==> config.mk <==
export PLATFORM = sky130hd
export DESIGN_NAME = m68k_bus_slave
export DESIGN_NICKNAME = d
export VERILOG_FILES = /design/src/rtl/m68k_bus_pkg.sv /design/src/rtl/m68k_sync2.sv /design/src/rtl/m68k_bus_slave.sv
export SDC_FILE = /design/constraint.sdc
export NUM_CORES = 1
export LEC_CHECK = 0
export CORE_ASPECT_RATIO = 2
export CORE_MARGIN = 8
export CORE_UTILIZATION = 39
export CTS_BUF_LIST = sky130_fd_sc_hd__clkbuf_16
export DETAILED_ROUTE_END_ITERATION = 10
export GPL_ROUTABILITY_DRIVEN = 0
export HOLD_SLACK_MARGIN = 0.06
export PLACE_DENSITY = 0.77
export SLEW_MARGIN = 20
export SYNTH_ARGS = -nofsm -noshare
export SYNTH_HDL_FRONTEND = slang
export SYNTH_SLANG_ARGS = --single-unit
==> constraint.sdc <==
create_clock -name C100 -period 1.5 [get_ports C100]
set_input_delay 0.3 -clock C100 [delete_from_list [all_inputs] [get_ports C100]]
set_output_delay 0.3 -clock C100 [all_outputs]
set_load 0.05 [all_outputs]
==> src/rtl/m68k_bus_pkg.sv <==
// Shared 68000 bus definitions: slave state encoding and strobe/byte-enable helpers.
// Used by the bus slave and by the CPU-side bus model.
package m68k_bus_pkg;

  localparam int unsigned ADDR_W      = 23;  // A23..A1
  localparam int unsigned BYTE_ADDR_W = 24;  // full byte address
  localparam int unsigned DATA_W      = 16;
  localparam int unsigned FC_W        = 3;
  localparam int unsigned BE_W        = 2;   // {upper, lower}

  typedef enum logic [2:0] {
    ST_IDLE,
    ST_DECODE,
    ST_ACCESS,
    ST_WAIT,
    ST_ACK,
    ST_BERR
  } bus_state_t;

  // True when at least one data strobe is active (active-low strobes).
  function automatic logic any_strobe(input logic uds_n, input logic lds_n);
    return ~(uds_n & lds_n);
  endfunction

  // Active-low data strobes to active-high byte enables {upper, lower}.
  function automatic logic [BE_W-1:0] strobe_be(input logic uds_n, input logic lds_n);
    return {~uds_n, ~lds_n};
  endfunction

  // Window match on the reconstructed byte address.
  function automatic logic addr_hit(input logic [ADDR_W-1:0]      addr,
                                    input logic [BYTE_ADDR_W-1:0] base,
                                    input logic [BYTE_ADDR_W-1:0] mask);
    return (({addr, 1'b0} & mask) == base);
  endfunction

endpackage

==> src/rtl/m68k_sync2.sv <==
// Two-flop synchronizer for one asynchronous bus strobe.
// Ports: clk, reset (sync, active-high), d (async in), q (synchronized out).
// Both flops reset to RST_VAL so strobes read as inactive after reset.
module m68k_sync2 #(
  parameter logic RST_VAL = 1'b1
) (
  input  logic clk,
  input  logic reset,
  input  logic d,
  output logic q
);

  logic meta;

  always_ff @(posedge clk) begin
    if (reset) begin
      meta <= RST_VAL;
      q    <= RST_VAL;
    end else begin
      meta <= d;
      q    <= meta;
    end
  end

endmodule

==> src/rtl/m68k_bus_slave.sv <==
// 68000 asynchronous-bus slave bridging a decoded address window to a local
// req/ack memory port.
// Ports: C100/reset (clock, sync active-high reset); bus side as_n, rw_n,
// uds_n, lds_n, fc, addr (A23..A1), d_in -> d_out, d_oe, dtack_n, berr_n;
// memory side mem_req, mem_we, mem_addr, mem_be, mem_wdata <- mem_rdata, mem_ack.
// Optional: define M68K_BUS_SLAVE_BERR_TIMEOUT_EN to build the bus-error
// timeout; otherwise berr_n is tied high and an access waits for mem_ack forever.
module m68k_bus_slave
  import m68k_bus_pkg::*;
#(
  parameter logic [23:0] BASE_ADDR      = 24'h000000,
  parameter logic [23:0] ADDR_MASK      = 24'hFF0000,
  parameter int unsigned WAIT_STATES    = 2,
  parameter int unsigned TIMEOUT_CYCLES = 255
) (
  input  logic              C100,
  input  logic              reset,
  input  logic              as_n,
  input  logic              rw_n,
  input  logic              uds_n,
  input  logic              lds_n,
  input  logic [FC_W-1:0]   fc,
  input  logic [ADDR_W-1:0] addr,
  input  logic [DATA_W-1:0] d_in,
  output logic [DATA_W-1:0] d_out,
  output logic              d_oe,
  output logic              dtack_n,
  output logic              berr_n,
  output logic              mem_req,
  output logic              mem_we,
  output logic [ADDR_W-1:0] mem_addr,
  output logic [BE_W-1:0]   mem_be,
  output logic [DATA_W-1:0] mem_wdata,
  input  logic [DATA_W-1:0] mem_rdata,
  input  logic              mem_ack
);

  localparam int unsigned WAIT_W = (WAIT_STATES > 1) ? $clog2(WAIT_STATES) : 1;
  localparam logic [WAIT_W-1:0] WAIT_LAST =
    WAIT_W'((WAIT_STATES > 0) ? WAIT_STATES - 1 : 0);

  bus_state_t        state;
  logic [WAIT_W-1:0] wait_cnt;
  logic              armed;  // AS seen high since the last accepted access
  logic              as_s, rw_s, uds_s, lds_s;

  // Strobe synchronizers
  m68k_sync2 u_sync_as  (.clk(C100), .reset(reset), .d(as_n),  .q(as_s));
  m68k_sync2 u_sync_rw  (.clk(C100), .reset(reset), .d(rw_n),  .q(rw_s));
  m68k_sync2 u_sync_uds (.clk(C100), .reset(reset), .d(uds_n), .q(uds_s));
  m68k_sync2 u_sync_lds (.clk(C100), .reset(reset), .d(lds_n), .q(lds_s));

`ifdef M68K_BUS_SLAVE_BERR_TIMEOUT_EN
  localparam int unsigned TO_W = $clog2(TIMEOUT_CYCLES + 1);
  localparam logic [TO_W-1:0] TO_LAST = TO_W'(TIMEOUT_CYCLES - 1);

  logic [TO_W-1:0] to_cnt;
  logic            berr_q;
  logic            to_expired;

  assign to_expired = (to_cnt == TO_LAST);
  assign berr_n     = berr_q;

  // Function code is not decoded by this slave.
  logic unused_ok;
  assign unused_ok = ^fc;
`else
  assign berr_n = 1'b1;

  logic unused_ok;
  assign unused_ok = ^{fc, 32'(TIMEOUT_CYCLES)};
`endif

  // Bus handshake FSM with registered outputs
  always_ff @(posedge C100) begin
    if (reset) begin
      state     <= ST_IDLE;
      dtack_n   <= 1'b1;
      d_oe      <= 1'b0;
      d_out     <= '0;
      mem_req   <= 1'b0;
      mem_we    <= 1'b0;
      mem_be    <= '0;
      mem_addr  <= '0;
      mem_wdata <= '0;
      wait_cnt  <= '0;
      armed     <= 1'b0;
`ifdef M68K_BUS_SLAVE_BERR_TIMEOUT_EN
      to_cnt    <= '0;
      berr_q    <= 1'b1;
`endif
    end else begin
      if (as_s) armed <= 1'b1;

      case (state)
        ST_IDLE: begin
          if (!as_s && armed && any_strobe(uds_s, lds_s)) begin
            armed <= 1'b0;
            state <= ST_DECODE;
          end
        end

        ST_DECODE: begin
          if (as_s) begin
            state <= ST_IDLE;
          end else if (addr_hit(addr, BASE_ADDR, ADDR_MASK)) begin
            mem_addr  <= addr;
            mem_we    <= ~rw_s;
            mem_be    <= strobe_be(uds_s, lds_s);
            mem_wdata <= d_in;
            mem_req   <= 1'b1;
            state     <= ST_ACCESS;
`ifdef M68K_BUS_SLAVE_BERR_TIMEOUT_EN
            to_cnt    <= '0;
`endif
          end else begin
            // Not our window: stay silent until AS goes high again.
            state <= ST_IDLE;
          end
        end

        ST_ACCESS: begin
          if (as_s) begin
            mem_req <= 1'b0;
            state   <= ST_IDLE;
          end else if (mem_ack) begin
            mem_req  <= 1'b0;
            wait_cnt <= '0;
            if (!mem_we) begin
              d_out <= mem_rdata;
              d_oe  <= 1'b1;
            end
            if (WAIT_STATES == 0) begin
              dtack_n <= 1'b0;
              state   <= ST_ACK;
            end else begin
              state <= ST_WAIT;
            end
          end
`ifdef M68K_BUS_SLAVE_BERR_TIMEOUT_EN
          else if (to_expired) begin
            mem_req <= 1'b0;
            berr_q  <= 1'b0;
            state   <= ST_BERR;
          end else begin
            to_cnt <= to_cnt + 1'b1;
          end
`endif
        end

        ST_WAIT: begin
          if (as_s) begin
            d_oe  <= 1'b0;
            state <= ST_IDLE;
          end else if (wait_cnt == WAIT_LAST) begin
            dtack_n <= 1'b0;
            state   <= ST_ACK;
          end
`ifdef M68K_BUS_SLAVE_BERR_TIMEOUT_EN
          else if (to_expired) begin
            d_oe   <= 1'b0;
            berr_q <= 1'b0;
            state  <= ST_BERR;
          end
`endif
          else begin
            wait_cnt <= wait_cnt + 1'b1;
`ifdef M68K_BUS_SLAVE_BERR_TIMEOUT_EN
            to_cnt   <= to_cnt + 1'b1;
`endif
          end
        end

        ST_ACK: begin
          if (as_s) begin
            dtack_n <= 1'b1;
            d_oe    <= 1'b0;
            state   <= ST_IDLE;
          end
        end

        ST_BERR: begin
          if (as_s) begin
`ifdef M68K_BUS_SLAVE_BERR_TIMEOUT_EN
            berr_q <= 1'b1;
`endif
            state  <= ST_IDLE;
          end
        end

        default: state <= ST_IDLE;
      endcase
    end
  end

endmodule
==> summary.md <==
| Metric | Value |
|---|---|
| CTS tree | `built` |
| Total overflow reported by the global router | `0` |
| Worst IR Drop VDD | `between 700 and 800 µV` |
| Clock latency on the worst-skew pair | `about 330 ps` |
| Setup violators final | `14` |
| Clock Root Buffer | `clkbuf_16` |
| Syn. warnings | `0` |
| Initial drt markers | `~120` |
| Seq/Total Area, Yosys | `48.13%` |
| CTS buffer count | `9` |
| DRC errors left | `0` |
| Die W | `slightly below 80 µm` |
| Post-synth ARST share | `0%` |
| Crit path cell chain | `nor4b_4 > and4b_2 > buf_6 > buf_12 > mux2i_4` |
| Crit path launch type | `flip-flop` |
| FF-to-FF path depth | `5` |
| Slew HR | `between 60 and 70%` |
| Worst r2r dst | `mem_addr[3]` |
| Prevailing post-synth register cell | `dfxtp_1` |
| CTS hold repair buffers | `0` |
| # nets final | `between 500 and 600` |
| CTS max path bufs | `2` |
| Post-route ant nets | `0` |
| Area of the core | `roughly 7800 µm²` |
| GRT Util Overall | `between 15 and 20%` |
| Largest net degree at the start of global routing | `32` |
| First-pass GRT wire length | `about 14000 µm` |
| Detail Placement HPWL | `about 6300 µm` |
| Number of I/O pins | `about 130` |
| Router iterations before antenna repair | `5` |
| Post-synth cell types | `39` |
| Wirelength per Cell | `between 15 and 20 µm` |
| Clk sink count | `74` |
| Synth-to-layout area growth | `80.98%` |
| Final hold vios | `0` |
| Failing checks | `negative setup slack` |
| Via Count | `approximately 2700` |
| Critical-path top delay cell | `dfxtp_4` |
| Min-Delay Path Class | `flip-flop to flip-flop` |
| Placed Cells | `~520` |
| Max_cap viols | `0` |
| Min cycle time layout | `1572 ps` |
| Crit path max fanout | `7` |
| Post-synthesis net count | `370` |
| Share of layout cells above drive strength 1 | `between 30% and 40%` |
| Worst setup margin | `-72.06 ps` |
| CP max stage delay | `between 300 and 400 ps` |
| Commonest cells in the netlist | `dfxtp_1, nand2b_1, mux2i_1` |
| Port Buffers | `between 100 and 150` |
| Synthesized instance count | `around 300` |
| Post-layout util | `between 70 and 80%` |
| PwrDens | `between 700 and 800 nW/µm²` |
| Vias in the first global route | `2841` |
| Crit. Startpoint | `state[1]` |
| Worst-path clk slew | `approximately 60 ps` |
| Count of final max-slew check failures | `0` |
| Synth top area cells | `dfxtp_1, nand2b_1, mux2i_1` |
| Finished Layout Cells | `546` |
| Most common cell in the synthesized netlist | `dfxtp_1` |
| Crit path capture | `mem_addr[3]` |
| Critical path capture point type | `flip-flop` |
| Total wire length | `roughly 9300 µm` |
| Htree depth | `3` |
| CP arrival | `about 1800 ps` |
| WS Path Type | `flip-flop to flip-flop` |
| R2r setup slk | `-70 ps` |
| Finished Cell Area | `5570 µm²` |
| Flops & latches, synth | `between 70 and 80` |
| Avg Inst Size Synth | `just over 10 µm²` |
| Antenna cells | `0` |
| Critical Path RT | `1760 ps` |
| Status | `finished, violations left` |
| Post-synth EDFFs | `0` |
| Maximum operating frequency | `~640 MHz` |
| Initial antenna violation count | `0` |
| Worst-Margin Slew | `579.0 ps` |
| Yosys top cell by area | `dfxtp_1` |
| FP Rows | `between 40 and 50` |
| Vias per inst | `between 4 and 5` |
| Static Leak | `2.068 nW` |
| Worst Clk Skew | `between 6 and 7 ps` |
| Placed Area | `just over 5000 µm²` |
| RSZ-0062 raised after global routing | `true` |
| Die area | `~11000 µm²` |
| Syn Std Cell Area | `between 3000 and 4000 µm²` |
| Starting Density | `between 30 and 40%` |
| RR Startpoint | `state[1]` |
| Top cell type's share of synthesized area | `about half` |
| Final period util | `104.8%` |
| Die Span Y | `141.6 µm` |
state kept, by name, indices dropped and copies added, names as in the netlist:
name / count
u_sync_as.q: 1
d_out: 16
mem_we: 1
mem_addr: 23
u_sync_rw.meta: 1
u_sync_uds.q: 1
mem_be: 2
armed: 1
u_sync_uds.meta: 1
wait_cnt: 1
u_sync_as.meta: 1
dtack_n: 1
u_sync_lds.q: 1
u_sync_lds.meta: 1
u_sync_rw.q: 1
state: 3
d_oe: 1
mem_req: 1
mem_wdata: 16
where the power goes:
group / switching [W] / leakage, nW / internal [W]
Clock: 0.000823 / 0.133 / 0.00111
Combinational: 0.000112 / 1.34 / 0.000215
Sequential: 0.00000589 / 0.600 / 0.00198
layer usage:
layer | global-route usage (%) | routed length [µm] | vias up
met1 | 17.97 | 3682 | 1250
met2 | 25.68 | 4491 | 119
met4 | 5.900 | 117 | 0
met3 | 8.999 | 1031 | 9
li1 | - | - | 1312
met5 | 0 | 0 | -
repair_timing:
action | in CTS | in global routing
buffers inserted | 6 | 2
pin swaps | 3 | 3
resized for setup | 23 | 16
endpoints found under the setup margin | 45 | 62
gates cloned | 4 | 1
cell usage in the layout (no fill, tap or decap), types with 10 or more instances in the layout:
cell | synthesis | layout
dfxtp_1 | 74 | 70
buf_12 | 2 | 67
nand2b_1 | 62 | 62
clkdlybuf4s50_1 | 0 | 56
mux2i_1 | 31 | 29
buf_4 | 2 | 22
a21oi_1 | 18 | 18
o21ai_1 | 11 | 16
nand3_1 | 16 | 16
clkbuf_16 | 0 | 10
worst min-delay path by stage:
stage	from	endpoint	slack, ps	cells after the start
final	u_sync_uds.meta	u_sync_uds.q	410	1
after global routing	u_sync_rw.meta	u_sync_rw.q	430	1
after CTS	u_sync_uds.meta	u_sync_uds.q	410	1
after detailed placement	u_sync_uds.meta	u_sync_uds.q	400	1
after global placement	u_sync_uds.meta	u_sync_uds.q	390	1
after floorplan	u_sync_as.meta	u_sync_as.q	390	1
critical path, delay by kind of cell, from the launching register on:
family | cells | cell delay (ps)
multiplexers | 1 | 220
AND/OR/NAND/NOR | 2 | 600
flip-flops | 1 | 360
buffers and inverters | 2 | 300
through the flow:
stage | setup TNS (ps) | power [W] | setup slack (ps) | hold slack [ps]
global route | -3743 | 0.004412 | -158.3 | 434.0
finish | -459.5 | 0.004246 | -72.06 | 406.9
global placement | -20410 | 0.002335 | -457.0 | 392.1
CTS | -804.8 | 0.004293 | -102.9 | 409.3
detailed placement | -22280 | 0.002342 | -519.9 | 395.6
floorplan | 0 | 0.002142 | 3.701 | 389.5
final cells by class:
class	instances	area, µm²
clock inverters	7	43.79
clock buffers	9	225.2
multi-input cells	203	1468
inverters	2	7.507
fillers	536	2200
repair buffers	155	2217
well taps	96	120.1
flip-flops and latches	74	1489
kinds of logic (layout without fill, tap and decap cells):
kind of cell,Yosys count,count (layout),share of synthesized area [%]
compound gates,51,51,9.919
mux,34,34,11.18
buf+inv,28,173,6.707
other cells,1,1,0.1218
simple gates,117,117,23.94
flops,74,74,48.13
(Power assumes the default switching activity.)
